[config.mk]
export PLATFORM = sky130hd
export DESIGN_NAME = demux_stream_1xn_flat
export DESIGN_NICKNAME = d
export VERILOG_FILES = /design/src/rtl/demux_stream_1xn_if.sv /design/src/rtl/demux_stream_1xn.sv /design/src/flat_wrapper.sv
export SDC_FILE = /design/constraint.sdc
export NUM_CORES = 1
export LEC_CHECK = 0
export CORE_MARGIN = 1.5
export CORE_UTILIZATION = 55
export CTS_BUF_LIST = sky130_fd_sc_hd__clkbuf_2 sky130_fd_sc_hd__clkbuf_4 sky130_fd_sc_hd__clkbuf_8
export DETAILED_ROUTE_END_ITERATION = 10
export DONT_BUFFER_PORTS = 1
export GPL_ROUTABILITY_DRIVEN = 0
export GPL_TIMING_DRIVEN = 0
export PLACE_DENSITY = 0.7
export SLEW_MARGIN = 0
export SYNTH_ARGS = -nofsm -noshare
export SYNTH_HDL_FRONTEND = slang
export SYNTH_SLANG_ARGS = --single-unit
[constraint.sdc]
create_clock -name clk -period 4.6 [get_ports clk]
set_clock_uncertainty 0.15 [all_clocks]
set_input_delay 0.69 -clock clk [delete_from_list [all_inputs] [get_ports clk]]
set_output_delay 0.69 -clock clk [all_outputs]
set_load 0.05 [all_outputs]
[src/rtl/demux_stream_1xn_if.sv]
`default_nettype none
//==============================================================================
// Module      : demux_stream_1xn_if
// Description : Stream bundle for the 1-to-N packet demux: one ingress port
//               plus NUM_OUT packed egress lanes.
// Revision    : 1.0 - initial release
//==============================================================================
interface demux_stream_1xn_if #(
   parameter int DATA_W  = 8,
   parameter int NUM_OUT = 4,
   parameter int SEL_W   = 2
);
   logic                      s_valid;
   logic                      s_ready;
   logic [DATA_W-1:0]         s_data;
   logic                      s_last;
   logic [SEL_W-1:0]          s_sel;
   logic                      s_bcast;
   logic [NUM_OUT-1:0]        m_valid;
   logic [NUM_OUT-1:0]        m_ready;
   logic [NUM_OUT*DATA_W-1:0] m_data;
   logic [NUM_OUT-1:0]        m_last;

   // slave: the demux itself; master: the ingress producer / lane consumers
   modport slave (
      input  s_valid, s_data, s_last, s_sel, s_bcast, m_ready,
      output s_ready, m_valid, m_data, m_last
   );
   modport master (
      output s_valid, s_data, s_last, s_sel, s_bcast, m_ready,
      input  s_ready, m_valid, m_data, m_last
   );
endinterface
`default_nettype wire

[src/rtl/demux_stream_1xn.sv]
`default_nettype none
//==============================================================================
// Module      : demux_stream_1xn
// Description : Registered 1-to-N packet demultiplexer with valid/ready on
//               every port. Optional broadcast mode under macro DEMUX_BCAST_EN.
// Revision    : 1.0 - initial release
//==============================================================================
module demux_stream_1xn #(
   parameter int DATA_W  = 8,
   parameter int NUM_OUT = 4,
   parameter int SEL_W   = 2
) (
   input  wire logic         clk,
   input  wire logic         rst,
   demux_stream_1xn_if.slave strm,
   output logic              busy,
   output logic              err_sel
);

   typedef enum logic [1:0] {
      S_IDLE  = 2'd0,
      S_ROUTE = 2'd1,
      S_DROP  = 2'd2,
      S_BCAST = 2'd3
   } state_t;

   localparam int unsigned c_num_out = NUM_OUT;

   state_t                    r_state;
   logic [SEL_W-1:0]          r_ch;
   logic                      r_obuf_valid;
   logic [DATA_W-1:0]         r_obuf_data;
   logic                      r_obuf_last;
   logic                      r_err_sel;

   logic [NUM_OUT-1:0]        w_lane_hit;
   logic [NUM_OUT-1:0]        w_m_valid;
   logic [NUM_OUT-1:0]        w_m_last;
   logic [NUM_OUT*DATA_W-1:0] w_m_data;
   logic                      w_ch_ready;
   logic                      w_drain;
   logic                      w_s_ready;
   logic                      w_accept;
   logic                      w_first;
   logic                      w_sel_bad;
   logic                      w_start_bcast;
   logic                      w_load;

   genvar gi;
   generate
      for (gi = 0; gi < NUM_OUT; gi++) begin : g_lane
         assign w_lane_hit[gi]                    = (r_ch == SEL_W'(gi));
         assign w_m_data[gi*DATA_W +: DATA_W]     = w_m_valid[gi] ? r_obuf_data : '0;
         assign w_m_last[gi]                      = w_m_valid[gi] & r_obuf_last;
      end
   endgenerate

   // Decode-and-reduce instead of m_ready[r_ch] so a latched bad select never indexes out of range
   assign w_ch_ready = |(w_lane_hit & strm.m_ready);
   assign w_sel_bad  = (32'(strm.s_sel) >= c_num_out);
   assign w_first    = w_accept && (r_state == S_IDLE);

`ifdef DEMUX_BCAST_EN
   logic               r_obuf_bcast;
   logic [NUM_OUT-1:0] r_done;
   logic               w_bcast_retire;

   assign w_start_bcast  = w_first && strm.s_bcast;
   assign w_bcast_retire = &(r_done | strm.m_ready);
   assign w_drain        = r_obuf_valid && (r_obuf_bcast ? w_bcast_retire : w_ch_ready);
   assign w_m_valid      = {NUM_OUT{r_obuf_valid}} &
                           (r_obuf_bcast ? ~r_done : w_lane_hit);

   // Done mask restarts whenever the buffer retires or reloads
   always_ff @(posedge clk or posedge rst) begin
      if (rst) begin
         r_obuf_bcast <= 1'b0;
         r_done       <= '0;
      end else begin
         if (w_load) begin
            r_obuf_bcast <= (r_state == S_BCAST) || w_start_bcast;
         end
         if (w_load || w_drain) begin
            r_done <= '0;
         end else if (r_obuf_valid && r_obuf_bcast) begin
            r_done <= r_done | strm.m_ready;
         end
      end
   end
`else
   logic w_unused_bcast;

   assign w_unused_bcast = strm.s_bcast;
   assign w_start_bcast  = 1'b0;
   assign w_drain        = r_obuf_valid && w_ch_ready;
   assign w_m_valid      = {NUM_OUT{r_obuf_valid}} & w_lane_hit;
`endif

   assign w_s_ready = (r_state == S_DROP) || !r_obuf_valid || w_drain;
   assign w_accept  = strm.s_valid && w_s_ready;

   // A bad-select first beat is discarded; DROP beats never touch the buffer
   assign w_load = w_accept &&
                   ((r_state == S_ROUTE) || (r_state == S_BCAST) ||
                    ((r_state == S_IDLE) && (w_start_bcast || !w_sel_bad)));

   always_ff @(posedge clk or posedge rst) begin
      if (rst) begin
         r_state      <= S_IDLE;
         r_ch         <= '0;
         r_obuf_valid <= 1'b0;
         r_obuf_data  <= '0;
         r_obuf_last  <= 1'b0;
         r_err_sel    <= 1'b0;
      end else begin
         r_err_sel <= 1'b0;

         if (w_load) begin
            r_obuf_valid <= 1'b1;
            r_obuf_data  <= strm.s_data;
            r_obuf_last  <= strm.s_last;
         end else if (w_drain) begin
            r_obuf_valid <= 1'b0;
         end

         case (r_state)
            S_IDLE: begin
               if (w_accept) begin
                  r_ch <= strm.s_sel;
                  if (w_start_bcast) begin
                     r_state <= strm.s_last ? S_IDLE : S_BCAST;
                  end else if (w_sel_bad) begin
                     r_err_sel <= 1'b1;
                     r_state   <= strm.s_last ? S_IDLE : S_DROP;
                  end else begin
                     r_state <= strm.s_last ? S_IDLE : S_ROUTE;
                  end
               end
            end
            S_ROUTE, S_DROP, S_BCAST: begin
               if (w_accept && strm.s_last) begin
                  r_state <= S_IDLE;
               end
            end
            default: r_state <= S_IDLE;
         endcase
      end
   end

   assign strm.s_ready = w_s_ready;
   assign strm.m_valid = w_m_valid;
   assign strm.m_data  = w_m_data;
   assign strm.m_last  = w_m_last;
   assign busy         = (r_state != S_IDLE);
   assign err_sel      = r_err_sel;

endmodule
`default_nettype wire

[src/flat_wrapper.sv]
// flat-port wrapper written by rule: the top's interface ports become plain ports
module demux_stream_1xn_flat 
#(
   parameter int DATA_W  = 8,
   parameter int NUM_OUT = 4,
   parameter int SEL_W   = 2
)
  (clk, rst, busy, err_sel, strm_s_valid, strm_s_data, strm_s_last, strm_s_sel, strm_s_bcast, strm_m_ready, strm_s_ready, strm_m_valid, strm_m_data, strm_m_last);
  demux_stream_1xn_if #(.DATA_W(DATA_W), .NUM_OUT(NUM_OUT), .SEL_W(SEL_W)) strm_i ();
  input  wire logic clk;
  input  wire logic rst;
  output logic busy;
  output logic err_sel;
  input wire logic [$bits(strm_i.s_valid)-1:0] strm_s_valid;
  input wire logic [$bits(strm_i.s_data)-1:0] strm_s_data;
  input wire logic [$bits(strm_i.s_last)-1:0] strm_s_last;
  input wire logic [$bits(strm_i.s_sel)-1:0] strm_s_sel;
  input wire logic [$bits(strm_i.s_bcast)-1:0] strm_s_bcast;
  input wire logic [$bits(strm_i.m_ready)-1:0] strm_m_ready;
  output wire logic [$bits(strm_i.s_ready)-1:0] strm_s_ready;
  output wire logic [$bits(strm_i.m_valid)-1:0] strm_m_valid;
  output wire logic [$bits(strm_i.m_data)-1:0] strm_m_data;
  output wire logic [$bits(strm_i.m_last)-1:0] strm_m_last;
  assign strm_i.s_valid = strm_s_valid;
  assign strm_i.s_data = strm_s_data;
  assign strm_i.s_last = strm_s_last;
  assign strm_i.s_sel = strm_s_sel;
  assign strm_i.s_bcast = strm_s_bcast;
  assign strm_i.m_ready = strm_m_ready;
  assign strm_s_ready = strm_i.s_ready;
  assign strm_m_valid = strm_i.m_valid;
  assign strm_m_data = strm_i.m_data;
  assign strm_m_last = strm_i.m_last;
  demux_stream_1xn #(.DATA_W(DATA_W), .NUM_OUT(NUM_OUT), .SEL_W(SEL_W)) u_core (.clk(clk), .rst(rst), .strm(strm_i), .busy(busy), .err_sel(err_sel));
endmodule
==> qor.yml <==
status: "complete, no violations"
antenna_found_initial: 0
clk_root_buffer_cell: "clkbuf_4"
critical_path.top_delay_family: "simple AND/OR/NAND/NOR gates"
crit_type: "flip-flop to output pin"
period_share: 0.694
io_pins: 62
row_count: 14
routed_wl_um: 1700
worstSetupEndpointType: "output pin"
rsz0062_at_grt: "no"
drtAntennaViolNets: 0
tightest_slew_ns: 1.14
cts.sinks: 13
clock_latency_ns: 0.27
diodes: 0
dp_hpwl_um: 1220
final-setup-viol-count: 0
hold_viol_final: 0
cts.clk_slew.worst_paths_ns: 0.08
cap_violations: 0
die_w_um: 43.0
postSynthCellCount: 86
crit_chain: "nor2b_1 > and2b_2 > clkbuf_1 > and2_1"
vias_per_cell: 5.91
slowest_delay_ns: 0.65
grt_max_degree: 14
yosysSeqAreaShare: 0.369
worstHoldPathType: "input port to async pin"
die-area_um2: 1850
finalCriticalPeriod_ns: 3.19
synth.distinct_cells: 19
grt_pass1_vias: 551
crit_path_top_delay_cell: "clkbuf_1"
cts_hold_buf: 0
via_count: 626
postCtsSetupBuffers: 0
fmax_ghz: 0.313
cp-start-kind: "flip-flop"
mostFrequentLayoutCells: "and2_1 (29), dfrtp_1 (13), mux2_4 (9), and3_1 (9), clkbuf_1 (5)"
final_common_cell: "and2_1"
wl_per_cell_um: 16.0
critPathArrivalTime_ns: 2.35
start_util: 0.586
place.port_buffers: 0
drc: 0
crit_required_ns: 3.76
path_buf_inv: 1
setup_tns_ns: 0
maxSlewViolCount: 0
coreArea_um2: 1510
area_delta_synth_final_pct: 5.67
ctsHtreeMaxLevel: 1
fillers: 136
syn_avg_cell_area_um2: 10.3
crit_fanout: 10
clk_path_buf_depth: 2
yosysWarningCount: 0
grtUsageTotal: 0.189
layout.nets: 110
relSlewSlack: 0.239
fp.dieH_um: 43.0
cts_resized: 0
cts_inserted_buffers: 3
grt_pass1_wl_um: 2530
dr.pass1.iters: 4
drtIter0Drc: 7
synth_fp_nets: 105
overflow: 0
cts_tree: "built"
layout-drive-gt1-share: 0.211
synth-seq-cells: 13
syn_area_um2: 882
-- worst reg2reg max path, cell delays in order, from the launching register on --
cell and delay [ns]:
dfrtp_1 0.38, buf_6 0.13, mux2i_1 0.15, a22oi_1 0.91, nand2_1 0.11
-- cell families (layout without fill, tap and decap cells) --
family | Yosys count | count (layout) | share of synthesized area
AOI/OAI and AO/OA | 3 | 3 | 0.0298
other | 1 | 1 | 0.00425
buffers and inverters | 11 | 15 | 0.0681
muxes | 14 | 14 | 0.213
DFF | 13 | 13 | 0.369
and+or+nand+nor | 44 | 44 | 0.316
-- synth_stat cells, drive strengths merged --
library cell | n | area [um2]
a221oi | 1 | 8.76
mux2 | 11 | 158
conb | 1 | 3.75
nor2b | 1 | 6.26
a221o | 1 | 10.0
a22oi | 1 | 7.51
and2b | 2 | 17.5
clkbuf | 5 | 18.8
inv | 3 | 11.3
dfrtp | 13 | 325
and2 | 29 | 181
and3 | 10 | 63.8
nand2 | 1 | 3.75
buf | 3 | 30.0
mux2i | 3 | 30.0
nand2b | 1 | 6.26
-- cell type report --
cell class | count | area (um2) | share of cell area
multi-input combinational | 62 | 497 | 0.533
inverter | 3 | 11.3 | 0.0121
tap | 16 | 20.0 | 0.0215
sequential | 13 | 325 | 0.349
clock buffer | 4 | 30.0 | 0.0322
buffer | 8 | 48.8 | 0.0523
-- state kept, by name (all words and copies together) (netlist names) --
| register | flops |
|---|---|
| u_core.r_ch | 2 |
| u_core.r_obuf_data | 8 |
| u_core.r_state | 1 |
| u_core.r_obuf_valid | 1 |
| u_core.r_obuf_last | 1 |
-- per-layer routing --
metal / track usage / up-vias / routed length, um
met1: 0.240 / 294 / 705
met3: 0.0383 / 4 / 148
met2: 0.303 / 40 / 822
met5: 0 / - / 0
li1: - / 288 / -
met4: 0.0970 / 0 / 23
-- path summary, 6_finish.rpt --
check | start | to | slack, ns | depth (start not counted)
worst max-delay path | u_core.r_ch[0] | strm_m_data[4] | 1.41 | 4
worst min-delay path | rst | u_core.r_obuf_data[4] | 0.16 | 1
worst max register to register | u_core.r_ch[1] | u_core.r_obuf_valid | 2.63 | 4
worst min register to register | u_core.r_ch[0] | u_core.r_ch[0] | 0.38 | 1
max in group asynchronous | rst | u_core.r_obuf_data[6] | 3.80 | 1
min in group clk | strm_s_last | u_core.r_state[0] | 0.34 | 1
-- through the flow --
stage | cells | hold slack (ns) | cell area, um2 | worst slack (ns) | utilization
after floorplan | 86 | 0.337 | 882 | 1.92 | -
after global placement | 102 | 0.365 | 902 | 1.72 | 0.599
after detailed placement | 102 | 0.375 | 902 | 1.69 | 0.599
after CTS | 106 | 0.182 | 932 | 1.39 | 0.619
after global routing | 106 | 0.181 | 932 | 1.22 | 0.619
final | 106 | 0.165 | 932 | 1.41 | 0.619
Power is left out: the tool's default activity adds up to more than one toggle a clock period on the data nets, which glitch-free logic cannot reach.
